File: src/rtl/mem_port_arbiter_pkg.sv
// Shared types for the RAM port arbiter.
// Owner/state encodings and default widths.
package mem_port_arbiter_pkg;

  localparam int ADDR_W_DFLT = 5;
  localparam int DATA_W_DFLT = 8;
  localparam int CNT_W_DFLT  = 8;

  typedef enum logic {
    OWN_CPU = 1'b0,
    OWN_LDR = 1'b1
  } owner_e;

  typedef enum logic {
    ARB_RR     = 1'b0,
    ARB_LOCKED = 1'b1
  } arb_state_e;

endpackage

File: src/rtl/mem_port_arbiter_sat_counter.sv
// sat_counter: CNT_W-bit incrementer that sticks at all-ones.
// Ports: clk, rst_n (async clear), inc, count.
module sat_counter #(
  parameter int CNT_W = 8
) (
  input  logic             clk,
  input  logic             rst_n,
  input  logic             inc,
  output logic [CNT_W-1:0] count
);

  localparam logic [CNT_W-1:0] One = {{(CNT_W-1){1'b0}}, 1'b1};

  always_ff @(posedge clk or negedge rst_n) begin
    if (!rst_n) begin
      count <= '0;
    end else if (inc && (count != '1)) begin
      count <= count + One;
    end
  end

endmodule

File: src/rtl/mem_port_arbiter.sv
// Round-robin arbiter sharing one 32x8 sync RAM between CPU and loader.
// Ports: cpu_*/ldr_* requesters, mem_* macro side, rdata/rvalid return,
// cpu_cnt/ldr_cnt debug counters. Macro ARB_LOCK_EN adds loader lock.
module mem_port_arbiter
  import mem_port_arbiter_pkg::*;
#(
  parameter int ADDR_W = ADDR_W_DFLT,
  parameter int DATA_W = DATA_W_DFLT,
  parameter int CNT_W  = CNT_W_DFLT
) (
  input  logic              clk,
  input  logic              reset,
  input  logic              cpu_req,
  input  logic              cpu_we,
  input  logic [ADDR_W-1:0] cpu_addr,
  input  logic [DATA_W-1:0] cpu_wdata,
  output logic              cpu_gnt,
  output logic              cpu_rvalid,
  input  logic              ldr_req,
  input  logic              ldr_we,
  input  logic [ADDR_W-1:0] ldr_addr,
  input  logic [DATA_W-1:0] ldr_wdata,
  input  logic              ldr_lock,
  output logic              ldr_gnt,
  output logic              ldr_rvalid,
  output logic [DATA_W-1:0] rdata,
  output logic              mem_en,
  output logic              mem_we,
  output logic [ADDR_W-1:0] mem_addr,
  output logic [DATA_W-1:0] mem_wdata,
  input  logic [DATA_W-1:0] mem_rdata,
  output logic [CNT_W-1:0]  cpu_cnt,
  output logic [CNT_W-1:0]  ldr_cnt
);

  arb_state_e        state;
  owner_e            lastOwner;
  owner_e            lastOwnerNxt;
  owner_e            rdOwner;
  logic              rdPend;
  logic              cpuWin;
  logic              ldrWin;
  logic              cpuBlock;
  logic              lockExit;
  logic [ADDR_W-1:0] addrQ;
  logic [DATA_W-1:0] wdataQ;

`ifdef ARB_LOCK_EN
  arb_state_e stateNxt;

  always_ff @(posedge clk or negedge reset) begin
    if (!reset) begin
      state <= ARB_RR;
    end else begin
      state <= stateNxt;
    end
  end

  // Lock is only taken on a loader grant, so a lock raised while the
  // CPU is being served waits for the loader's next turn.
  always_comb begin
    stateNxt = state;
    lockExit = 1'b0;
    unique case (state)
      ARB_RR: begin
        if (ldrWin && ldr_lock) begin
          stateNxt = ARB_LOCKED;
        end
      end
      ARB_LOCKED: begin
        if (!ldr_lock) begin
          stateNxt = ARB_RR;
          lockExit = 1'b1;
        end
      end
      default: stateNxt = ARB_RR;
    endcase
  end
`else
  logic unusedLock;

  assign state      = ARB_RR;
  assign lockExit   = 1'b0;
  assign unusedLock = ldr_lock;
`endif

  assign cpuBlock = (state == ARB_LOCKED);

  // CPU wins when alone, or on contention when the loader went last.
  assign cpuWin = cpu_req && !cpuBlock &&
                  (!ldr_req || (lastOwner == OWN_LDR));
  assign ldrWin = ldr_req && !cpuWin;

  assign cpu_gnt = cpuWin;
  assign ldr_gnt = ldrWin;

  // Idle cycles replay the last address/data so the macro pins stay quiet.
  always_comb begin
    mem_en    = 1'b0;
    mem_we    = 1'b0;
    mem_addr  = addrQ;
    mem_wdata = wdataQ;
    unique case (1'b1)
      cpuWin: begin
        mem_en    = 1'b1;
        mem_we    = cpu_we;
        mem_addr  = cpu_addr;
        mem_wdata = cpu_wdata;
      end
      ldrWin: begin
        mem_en    = 1'b1;
        mem_we    = ldr_we;
        mem_addr  = ldr_addr;
        mem_wdata = ldr_wdata;
      end
      default: ;
    endcase
  end

  always_comb begin
    lastOwnerNxt = lastOwner;
    unique case (1'b1)
      cpuWin:   lastOwnerNxt = OWN_CPU;
      ldrWin:   lastOwnerNxt = OWN_LDR;
      lockExit: lastOwnerNxt = OWN_LDR;
      default:  ;
    endcase
  end

  always_ff @(posedge clk or negedge reset) begin
    if (!reset) begin
      lastOwner <= OWN_LDR;
      rdPend    <= 1'b0;
      rdOwner   <= OWN_CPU;
      addrQ     <= '0;
      wdataQ    <= '0;
    end else begin
      lastOwner <= lastOwnerNxt;
      rdPend    <= mem_en && !mem_we;
      if (mem_en) begin
        rdOwner <= ldrWin ? OWN_LDR : OWN_CPU;
        addrQ   <= mem_addr;
        wdataQ  <= mem_wdata;
      end
    end
  end

  assign cpu_rvalid = rdPend && (rdOwner == OWN_CPU);
  assign ldr_rvalid = rdPend && (rdOwner == OWN_LDR);
  assign rdata      = rdPend ? mem_rdata : '0;

  sat_counter #(.CNT_W(CNT_W)) uCpuCnt (
    .clk   (clk),
    .rst_n (reset),
    .inc   (cpuWin),
    .count (cpu_cnt)
  );

  sat_counter #(.CNT_W(CNT_W)) uLdrCnt (
    .clk   (clk),
    .rst_n (reset),
    .inc   (ldrWin),
    .count (ldr_cnt)
  );

endmodule
File: config.mk
export PLATFORM = sky130hd
export DESIGN_NAME = mem_port_arbiter
export DESIGN_NICKNAME = d
export VERILOG_FILES = /design/src/rtl/mem_port_arbiter_pkg.sv /design/src/rtl/mem_port_arbiter_sat_counter.sv /design/src/rtl/mem_port_arbiter.sv
export SDC_FILE = /design/constraint.sdc
export NUM_CORES = 1
export LEC_CHECK = 0
export ABC_AREA = 1
export CAP_MARGIN = 0
export CORE_MARGIN = 2
export CORE_UTILIZATION = 45
export DETAILED_ROUTE_END_ITERATION = 10
export GPL_TIMING_DRIVEN = 0
export PLACE_DENSITY_LB_ADDON = 0.2
export SLEW_MARGIN = 20
export SYNTH_ARGS = -nofsm -noshare
export SYNTH_HDL_FRONTEND = slang
export SYNTH_HIERARCHICAL = 1
export SYNTH_SLANG_ARGS = --single-unit
File: constraint.sdc
create_clock -name clk -period 3.1 [get_ports clk]
set_input_delay 0.465 -clock clk [delete_from_list [all_inputs] [get_ports clk]]
set_output_delay 0.465 -clock clk [all_outputs]
set_load 0.02 [all_outputs]
# ---- Word-level counts from Yosys, hierarchy flattened
# Cells that the tools add are included.
dict set report totals {
  out_inout_bits 43
  reg_bits 32
  in_bits 41
}
dict set report op_classes {
  reduce_logical 13
  addsub 2
  n_eq_ne 2
  bitwise 1
  muxes 7
}
# cell count
set ops {}
lappend ops {{$add 8x1->8 const B} 2}
lappend ops {{$ne 8x8->1 const B} 2}
lappend ops {{$pmux 8 s2} 1}
lappend ops {{$pmux 5 s2} 1}
lappend ops {{$mux 8} 1}
lappend ops {{$logic_and 1x1->1} 7}
lappend ops {{$pmux 1 s2} 2}
lappend ops {{$logic_not 1->1} 3}
lappend ops {{$mux 1} 2}
lappend ops {{$reduce_bool 2->1} 1}
lappend ops {{$reduce_or 2->1} 1}
lappend ops {{$logic_or 1x1->1} 1}
lappend ops {{$not 1->1} 1}

# ---- Logic depth before layout (Yosys ltp)
# Gate-level depths: netlist of run 1.
dict set report depth {
  ltp_word 8
  depth_mapped 9
  mapped_depth_nobuf 8
}

# ---- By module
# The synthesis of run 1 kept the hierarchy.
# mod cells_each seq_area_each_um2 n_inst area_per_inst_um2
set by_module_without_submodules {}
lappend by_module_without_submodules {sat_counter 63 200.2 2 483.0}
lappend by_module_without_submodules {mem_port_arbiter 122 401.6 1 893.4}

# ---- Worst setup path after synthesis of run 1
# Ideal clock, no wire load.
dict set report synth_timing {
  kind {reg-to-output}
  startpoint {reg lastOwner}
  endpoint {out mem_addr[1]}
  t_arrival_ns 1.332
  path_stages_with_launch 6
  setup_slack_ns 1.303
  required_ns 2.635
  path_cell_list {dfstp_2 > inv_1 > a21oi_4 > buf_4 > nand2_1 > nand3_1}
}
dict set report synth_between {
  elab_chain_len 5
}
# element line_no
set synth_rtl {}
lappend synth_rtl {{from (decl)} mem_port_arbiter.sv:37} ;# owner_e lastOwner;
lappend synth_rtl {{from (signal assigned)} mem_port_arbiter.sv:138} ;# lastOwner <= lastOwnerNxt;
lappend synth_rtl {{$logic_or 1x1->1 (*)} mem_port_arbiter.sv:91} ;# (!ldr_req || (lastOwner == OWN_LDR));
lappend synth_rtl {{$logic_and 1x1->1 (*)} mem_port_arbiter.sv:90} ;# assign cpuWin = cpu_req && !cpuBlock &&
lappend synth_rtl {{net cpu_gnt} mem_port_arbiter.sv:17} ;# output logic cpu_gnt,
lappend synth_rtl {{$logic_not 1->1} mem_port_arbiter.sv:92} ;# assign ldrWin = ldr_req && !cpuWin;
lappend synth_rtl {{$logic_and 1x1->1} mem_port_arbiter.sv:92}
lappend synth_rtl {{$pmux 5 s2 (*)} mem_port_arbiter.sv:103} ;# unique case (1'b1)
lappend synth_rtl {{to (decl)} mem_port_arbiter.sv:29} ;# output logic [ADDR_W-1:0] mem_addr,
# The timed path passes the listed nets; every way through them passes the cells marked *.

# ---- Worst setup path in the final report of run 1
dict set report layout_timing {
  startpoint {in cpu_req}
  endpoint {out mem_wdata[7]}
}
dict set report layout_between {
  elab_chain_len 4
}
# element line_no
set layout_rtl {}
lappend layout_rtl {{from (decl)} mem_port_arbiter.sv:13} ;# input logic cpu_req,
lappend layout_rtl {{$logic_and 1x1->1 (*)} mem_port_arbiter.sv:90}
lappend layout_rtl {{$logic_not 1->1} mem_port_arbiter.sv:92}
lappend layout_rtl {{$logic_and 1x1->1} mem_port_arbiter.sv:92}
lappend layout_rtl {{$pmux 8 s2 (*)} mem_port_arbiter.sv:103}
lappend layout_rtl {{to (decl)} mem_port_arbiter.sv:30} ;# output logic [DATA_W-1:0] mem_wdata,
# Every way passes the cells marked *; elsewhere a longest branch is shown, timed or not.

==> results of run 1 <==
-- worst reg2reg max path: stages (launching register included) --
cell     delay [ps]
dfstp_2         560
inv_1            90
a21oi_4         230
buf_4           280
nand2_1          90
nor2_2          160
nand2_1          80
nor2_1           80
nor2_1           50
-- routing by layer --
layer	part of all wire [%]	up-vias	routed length, um
li1	-	966	-
met1	42	873	1937
met2	51	49	2318
met3	5.4	6	245
met4	1.4	0	64
met5	0	-	0
-- logic make-up after synthesis --
logic type                 Yosys count  share of synthesized area [%]
and+or+nand+nor                    172                          43.20
buffers and inverters               31                          7.334
AOI/OAI and AO/OA                    7                          3.095
adders and majority gates            2                          1.346
xor gates and xnor gates             4                          1.885
DFF                                 32                          43.14
-- worst min path at each step --
stage	from	to	depth (start not counted)	slack [ps]
floorplan	reset	addrQ[0]$_DFFE_PN0N_	0	170
global placement	addrQ[2]$_DFFE_PN0N_	addrQ[2]$_DFFE_PN0N_	2	500
detailed placement	reset	wdataQ[2]$_DFFE_PN0N_	2	430
CTS	reset	uCpuCnt/count[6]$_DFFE_PN0P_	2	130
global route	reset	uCpuCnt/count[6]$_DFFE_PN0P_	2	130
finish	reset	uCpuCnt/count[6]$_DFFE_PN0P_	2	120
-- registers in the layout (all words and copies together) (netlist names) --
register and flops:
uLdrCnt/count 8, wdataQ 8, uCpuCnt/count 8, rdOwner 1, rdPend 1, addrQ 5
lastOwner 1
-- cell usage after synthesis, drive strengths merged --
master,instances
a21oi,4
buf,4
clkbuf,1
dfrtp,31
dfstp,1
ha,2
inv,26
nand2,99
nand3,46
nor2,23
nor3,2
nor3b,2
o21ai,3
xnor2,2
xor2,2
-- power by group through the flow --
| stage | logic (uW) | clock network [uW] | registers (uW) |
|---|---|---|---|
| 6_report | 661 | 305 | 610 |
| 3_3_place_gp | 647 | 0 | 614 |
| 5_1_grt | 726 | 328 | 626 |
| 4_1_cts | 666 | 310 | 610 |
| 3_5_place_dp | 662 | 0 | 617 |
| 2_1_floorplan | 292 | 0 | 668 |
-- area by class of cell --
cell class,instances,area (um2)
Clock buffer,6,72.57
Sequential cell,32,802.0
Tap cell,50,62.56
Fill cell,337,1164
Timing Repair Buffer,83,835.8
Inverter,26,102.6
Buffer,5,35.03
Clock inverter,1,5.005
Multi-Input combinational cell,185,920.9
-- metrics by stage --
step                power, uW  util, %  cells  hold slack (ps)  cell area [um2]
finish                   1575    70.91    388            121.1             2836
detailed placement       1279    68.94    381            434.5             2758
global placement         1262    68.56    380            499.1             2743
global route             1680    70.91    388            133.0             2836
floorplan               959.2        -    248            169.4             1859
CTS                      1586    70.88    388            132.9             2835
==> impl_metrics.csv, run 1 <==
group,metric,value,unit
floorplanning,die_w,68.28,um
yosys,synth_warnings,6,
clock_network,cts_setup_buffers,0,
pwr,clkPwrFrac,19.3,%
timing,rsz0062_at_grt,"false",
route,first_pass_iters,4,
setup_path,start_kind,"primary input",
global_route,grt_use_total,22.11,%
route,vias,1894,
setup_path,worstSetupEndpoint,"mem_wdata[7]",
clock_network,cts_tree,"done",
timing,hold_violations,0,
timing,timing.fmax,338.4,MHz
route,avgRoutedWirePerCell,11.77,um
status,status,"finished, final reports clean",
clock_network,cts-buffers-inserted,5,
setup_path,crit_cells,7,
layout,num-nets-final,381,
run,maxCapViolCount,0,
clock_network,clock-sinks,32,
layout,antennaDiodeCount,0,
pwr,netSwitchingFraction,38.16,%
global_route,top_usage_layer,"met2",
global_route,grt_pass1_wl,7707,um
route,totalWireLength,4565,um
placement,port_buffers,82,
setup_path,startpoint,"cpu_req",
pwr,power_leakage,0.001367,uW
placement,gp_congestion,0.7880,
setup_path,required,2630,ps
route,ant_nets,0,
placement,post-dp-hpwl,3480,um
pwr,p_int,974.1,uW
yosys,synth_top_cell_area_share,41.72,%
setup_path,cp_top_family,"buffers and inverters",
route,first_iter_violations,94,
yosys,ys_ff_latch,32,
min_path,hp-class,"in -> async",
setup_path,worst_ep_arrival_time,2490,ps
floorplanning,start_util,46.48,%
setup_path,crit_type,"in -> out",
timing,slew_violations,0,
setup_path,critical_path_buf_inv_count,4,
global_route,grt_pass1_vias,1804,
route,vias_per_cell,4.881,
global_route,grt_max_degree,33,
setup_path,r2r_cells,8,
clock_network,root_buffer,"clkbuf_8",
setup_path,r2r_end,"uCpuCnt/count[3]$_DFFE_PN0P_",
global_route,use_met1,25.90,%
yosys,postSynthAreaPerCell,7.497,um2
placement,pre_cts_ws,143.6,ps
clock_network,ctsHoldBuffers,0,
yosys,syn-num-nets,291,
pwr,pwr-share-comb,41.9,%
clock_network,clk_pin_slew,70,ps
global_route,met2_usage,39.56,%
clock_network,htreeDepth,2,
setup_path,path_common_cell,"clkdlybuf4s50_1",
pwr,ir_drop,450.9,uV
pwr,p_sw,601.2,uW
yosys,synth.largest_area_cell,"dfrtp_1",
layout,area_growth,52.56,%
timing,fin_crit,2955,ps
setup_path,critPathMaxStageDelay,620,ps
global_route,overflow,0,
timing,worstMarginPinSlew,375.9,ps
yosys,ys_seq_area_share,43.14,%
setup_path,r2r-start,"lastOwner$_DFFE_PN1N_",
floorplanning,die_area,4662,um2
pwr,pwr-share-seq,38.7,%
clock_network,clk_latency,290,ps
pwr,pwr_density_cell,555.3,nW/um2
timing,setup_violations,0,
yosys,netlist_area,1859,um2
yosys,ys_types,25,
timing,finalCritPeriodShare,95.32,%
floorplanning,row_count,23,
setup_path,cp_max_fo,13,
floorplanning,ios,84,
clock_network,cts_resized,0,
layout,final_common_cell,"nand2_1",
setup_path,critPathCaptureType,"output port",
layout,drive_above_1_share,9.172,%
layout,layout_common_cells,"92 x nand2_1, 81 x clkdlybuf4s50_1, 46 x nand3_1",
global_route,antenna_found_initial,0,
route,drc,0,
yosys,synthCells,248,
clock_network,clockBufferDepth,2,
timing,setup_tns,0,ps
global_route,met3_usage,5.428,%
floorplanning,dieHeight,68.28,um
setup_path,rrSetupSlack,1370,ps
timing,fin_worst_skew,4.736,ps
timing,slew_headroom,74.94,%
timing,final.setup.worst_slack,145.0,ps
yosys,synth_area_leaders,"dfrtp_1 42%, nand2_1 19%, nand3_1 12%",
setup_path,crit_slowest_cell,"clkdlybuf4s50_1",
setup_path,crit_path_cell_trace,"clkdlybuf4s50_1 -> inv_1 -> a21oi_4 -> buf_4 -> nand2_1 -> nand3_1 -> clkdlybuf4s50_1",
floorplanning,core,4000,um2
(Power assumes the default switching activity.)
==> run 2, diff against run 1 <==
- SLEW_MARGIN: 20 -> 0
==> run 2 against run 1 <==
Power is 0.25% lower. Largest cell class unchanged. Non-clock buffer count shrank 1. Cell count fell by 0.26%. Sequential power barely moved. Register-to-register slack better by 70 ps. Hold slack improved by 110 ps. Largest power group unchanged. Combinational power barely moved. Critical path depth is the same. Clock skew grew 1.5 ps.
==> impl_metrics.csv, run 2 (same netlist as run 1, synthesis figures left out) <==
group,metric,value,unit
clock_network,clk_latency,280,ps
setup_path,crit_type,"in -> out",
timing,setup_tns,0,ps
route,first_pass_iters,4,
layout,area_growth,51.68,%
timing,slew_headroom,52.72,%
placement,pre_cts_ws,137.4,ps
layout,final_common_cell,"nand2_1",
global_route,antenna_found_initial,0,
clock_network,htreeDepth,2,
floorplanning,ios,84,
setup_path,cp_top_family,"buffers and inverters",
setup_path,path_common_cell,"clkdlybuf4s50_1",
setup_path,worst_ep_arrival_time,2450,ps
clock_network,ctsHoldBuffers,0,
layout,top_regs,"uCpuCnt/count: 8 flops, uLdrCnt/count: 8 flops, wdataQ: 8 flops",
timing,timing.fmax,343.1,MHz
placement,gp_congestion,0.7880,
timing,fin_crit,2914,ps
floorplanning,row_count,23,
placement,post-dp-hpwl,3474,um
timing,final.setup.worst_slack,185.5,ps
placement,place_area,2738,um2
route,drc,0,
clock_network,cts_tree,"done",
layout,fin_util,70.50,%
setup_path,cp_max_fo,13,
floorplanning,start_util,46.48,%
setup_path,crit_path_cell_trace,"clkdlybuf4s50_1 -> inv_2 -> a21oi_4 -> buf_6 -> nand2_1 -> nand3_1 -> clkdlybuf4s50_1",
min_path,hp-class,"in -> async",
clock_network,clk_pin_slew,70,ps
timing,worstMarginPinSlew,709.2,ps
route,vias,1899,
floorplanning,die_area,4662,um2
clock_network,clockBufferDepth,2,
global_route,grt_pass1_wl,7596,um
timing,rsz0062_at_grt,"false",
setup_path,crit_slowest_cell,"clkdlybuf4s50_1",
setup_path,critPathMaxStageDelay,630,ps
setup_path,critPathCaptureType,"output port",
layout,layout_common_cells,"92 x nand2_1, 81 x clkdlybuf4s50_1, 46 x nand3_1",
route,avgRoutedWirePerCell,11.82,um
route,vias_per_cell,4.907,
route,first_iter_violations,115,
global_route,grt_max_degree,33,
timing,hold_violations,0,
clock_network,root_buffer,"clkbuf_8",
timing,fin_worst_skew,6.236,ps
timing,setup_violations,0,
route,totalWireLength,4573,um
layout,drive_above_1_share,8.902,%
pwr,pwr_density_cell,557.2,nW/um2
timing,slew_violations,0,
layout,fillers,329,
clock_network,cts-buffers-inserted,5,
layout,antennaDiodeCount,0,
pwr,power,1571,uW
layout,num-nets-final,380,
clock_network,clock-sinks,32,
setup_path,critical_path_buf_inv_count,4,
setup_path,start_kind,"primary input",
floorplanning,dieHeight,68.28,um
timing,finalCritPeriodShare,94.01,%
global_route,grt_pass1_vias,1796,
clock_network,cts_setup_buffers,0,
global_route,overflow,0,
status,status,"finished, final reports clean",
placement,port_buffers,82,
route,ant_nets,0,
pwr,ir_drop,466.4,uV
clock_network,cts_resized,0,
pwr,power_leakage,0.001359,uW
run,maxCapViolCount,0,
floorplanning,core,4000,um2
layout,final_area,2820,um2
floorplanning,die_w,68.28,um
global_route,grt_use_total,21.84,%
setup_path,required,2630,ps
run 2: power by group:
group          switching [uW]  total (uW)  internal (uW)
logic                     346         660            314
registers                 104         610            506
clock network             149         301            152
run 2: path summary, 6_finish.rpt:
path | end | slack (ps) | startpoint | depth (start not counted)
max | mem_wdata[0] | 190 | ldr_req | 7
min | uCpuCnt/count[6]$_DFFE_PN0P_ | 230 | reset | 1
max reg2reg | uCpuCnt/count[7]$_DFFE_PN0P_ | 1440 | lastOwner$_DFFE_PN1N_ | 8
min reg2reg | wdataQ[3]$_DFFE_PN0N_ | 520 | wdataQ[3]$_DFFE_PN0N_ | 2
max in group asynchronous | addrQ[4]$_DFFE_PN0N_ | 2410 | reset | 1
min in group clk | wdataQ[3]$_DFFE_PN0N_ | 520 | wdataQ[3]$_DFFE_PN0N_ | 2
run 2: metrics by stage:
| step | hold WS (ps) | instances |
|---|---|---|
| floorplan | 169.4 | 248 |
| global placement | 499.1 | 380 |
| detailed placement | 508.4 | 380 |
| CTS | 254.9 | 387 |
| global route | 284.0 | 387 |
| finish | 232.9 | 387 |
run 2: layout make-up:
| cell class | count | area (um2) | share of cell area (%) |
|---|---|---|---|
| multi-input combinational | 185 | 920.9 | 32.65 |
| timing repair buffer | 82 | 815.8 | 28.93 |
| sequential | 32 | 802.0 | 28.44 |
| inverter | 26 | 102.6 | 3.638 |
| clock buffer | 6 | 72.57 | 2.573 |
| tap | 50 | 62.56 | 2.218 |
| buffer | 5 | 38.79 | 1.375 |
| clock inverter | 1 | 5.005 | 0.1775 |
run 2: per-layer routing:
layer	vias to the layer above	GRT usage, %	part of all wire, %
met5	-	0	0
met3	6	6.579	6.8
li1	962	-	-
met2	64	38.35	51
met4	0	7.750	1.5
met1	867	25.00	41
==> run 3, diff against run 2 <==
- CORE_MARGIN: 2 -> 5
- PLACE_DENSITY: unset -> 0.86
- PLACE_DENSITY_LB_ADDON: 0.2 -> unset
==> run 3 against run 2 <==
Power increased by 1.7%. Largest cell class unchanged. Sequential share of layout area shrank 0.11 points. Critical path depth is 1 lower. Non-clock buffer count stayed put. Maximum frequency up 0.15%. Sequential cell count is the same. Clock power increased by 9.6%.
==> impl_metrics.csv, run 3 (same netlist as run 1, synthesis figures left out) <==
group,metric,value,unit
setup_path,worst_ep_arrival_time,2450,ps
floorplanning,row_count,23,
layout,drive_above_1_share,8.580,%
clock_network,clk_latency,280,ps
timing,hold_violations,0,
pwr,pwr_density_cell,564.3,nW/um2
route,met2WireLength,2310,um
layout,layout_common_cells,"92 x nand2_1, 81 x clkdlybuf4s50_1, 46 x nand3_1",
layout,final_common_cell,"nand2_1",
global_route,antenna_found_initial,0,
clock_network,clock-sinks,32,
route,ant_nets,0,
setup_path,critPathCaptureType,"output port",
layout,fillers,331,
clock_network,clk_pin_slew,60,ps
placement,pre_cts_ws,152.3,ps
route,first_pass_iters,4,
route,totalWireLength,4669,um
placement,port_buffers,82,
layout,multi_input_area,920.9,um2
route,dr_wl_met3,489,um
floorplanning,ios,84,
layout,num-nets-final,380,
placement,dp.cells,380,
route,vias_per_cell,4.830,
clock_network,root_buffer,"clkbuf_8",
global_route,grt_pass1_vias,1846,
setup_path,required,2630,ps
route,vias,1874,
route,avgRoutedWirePerCell,12.03,um
route,drc,0,
run,maxCapViolCount,0,
layout,instances_no_fill,388,
placement,post-dp-hpwl,3614,um
placement,place_area,2738,um2
status,status,"finished, final reports clean",
global_route,grt_max_degree,33,
route,first_iter_violations,58,
setup_path,cp_max_fo,10,
layout,top_regs,"uCpuCnt/count: 8 flops, uLdrCnt/count: 8 flops, wdataQ: 8 flops",
route,routed.top_layer,"met4",
clock_network,cts-buffers-inserted,5,
timing,slew_headroom,52.39,%
clock_network,clockBufferDepth,2,
floorplanning,die_area,5518,um2
clock_network,htreeDepth,2,
floorplanning,core,4000,um2
setup_path,start_kind,"primary input",
clock_network,ctsHoldBuffers,0,
route,m1WireLength,1782,um
global_route,overflow,0,
floorplanning,die_w,74.28,um
layout,area_growth,52.29,%
placement,gp_congestion,0.8052,
timing,fin_worst_skew,7.337,ps
timing,setup_violations,0,
timing,setup_tns,0,ps
floorplanning,dieHeight,74.28,um
layout,antennaDiodeCount,0,
global_route,grt_pass1_wl,7928,um
min_path,hp-class,"in -> async",
global_route,grt_use_total,18.61,%
timing,final.setup.worst_slack,189.8,ps
pwr,ir_drop,328.9,uV
layout,regArea,802.0,um2
pwr,power_leakage,0.001361,uW
layout,final_area,2831,um2
timing,fin_crit,2910,ps
timing,rsz0062_at_grt,"false",
timing,timing.fmax,343.6,MHz
timing,worstMarginPinSlew,714.1,ps
setup_path,crit_type,"in -> out",
clock_network,cts_tree,"done",
timing,slew_violations,0,
floorplanning,start_util,46.48,%
layout,fin_util,70.79,%
timing,finalCritPeriodShare,93.88,%
## run 3: final cells by class
type / instances / area share, %
plain buffers: 5 / 1.326
clock buffers: 8 / 3.182
inverters: 26 / 3.623
multi-input cells: 185 / 32.52
flip-flops and latches: 32 / 28.33
well taps: 50 / 2.209
repair buffers: 82 / 28.81
## run 3: repair_timing
action	in CTS	in global routing
buffers inserted	0	0
endpoints found under the setup margin	0	4
resized for setup	0	1
## run 3: stage by stage
step                      power [uW]  hold slack [ps]
final                           1598            233.5
after global routing            1710            301.7
after CTS                       1616            257.2
after detailed placement        1277            508.8
after global placement          1263            500.5
after floorplan                959.2            169.4
## run 3: worst paths after layout
path	start	endpoint	slack, ps	cells after the start
worst max-delay path	ldr_req	mem_wdata[2]	190	6
min in group clk	addrQ[4]$_DFFE_PN0N_	addrQ[4]$_DFFE_PN0N_	520	2
worst min-delay path	reset	uCpuCnt/count[1]$_DFFE_PN0P_	230	1
worst min register to register	addrQ[4]$_DFFE_PN0N_	addrQ[4]$_DFFE_PN0N_	520	2
worst max register to register	lastOwner$_DFFE_PN1N_	uCpuCnt/count[7]$_DFFE_PN0P_	1440	8
max in group asynchronous	reset	wdataQ[3]$_DFFE_PN0N_	2410	1
## run 3: power breakdown
group,internal (uW),switching (uW),leakage (uW)
Sequential,506,101,0.000389
Clock,181,149,0.0000455
Combinational,314,347,0.000927
Total,1000,597,0.00136
## run 3: worst max-delay path: stages
cell,delay [ps]
clkdlybuf4s50_1,530
inv_2,170
buf_1,370
nand3_1,180
nand3_1,110
clkdlybuf4s50_1,620
## run 3: metal layers
layer	GRT usage [%]	vias up
met5	0	-
met4	6.719	0
met3	6.892	9
met2	33.96	66
met1	19.56	842
li1	-	957
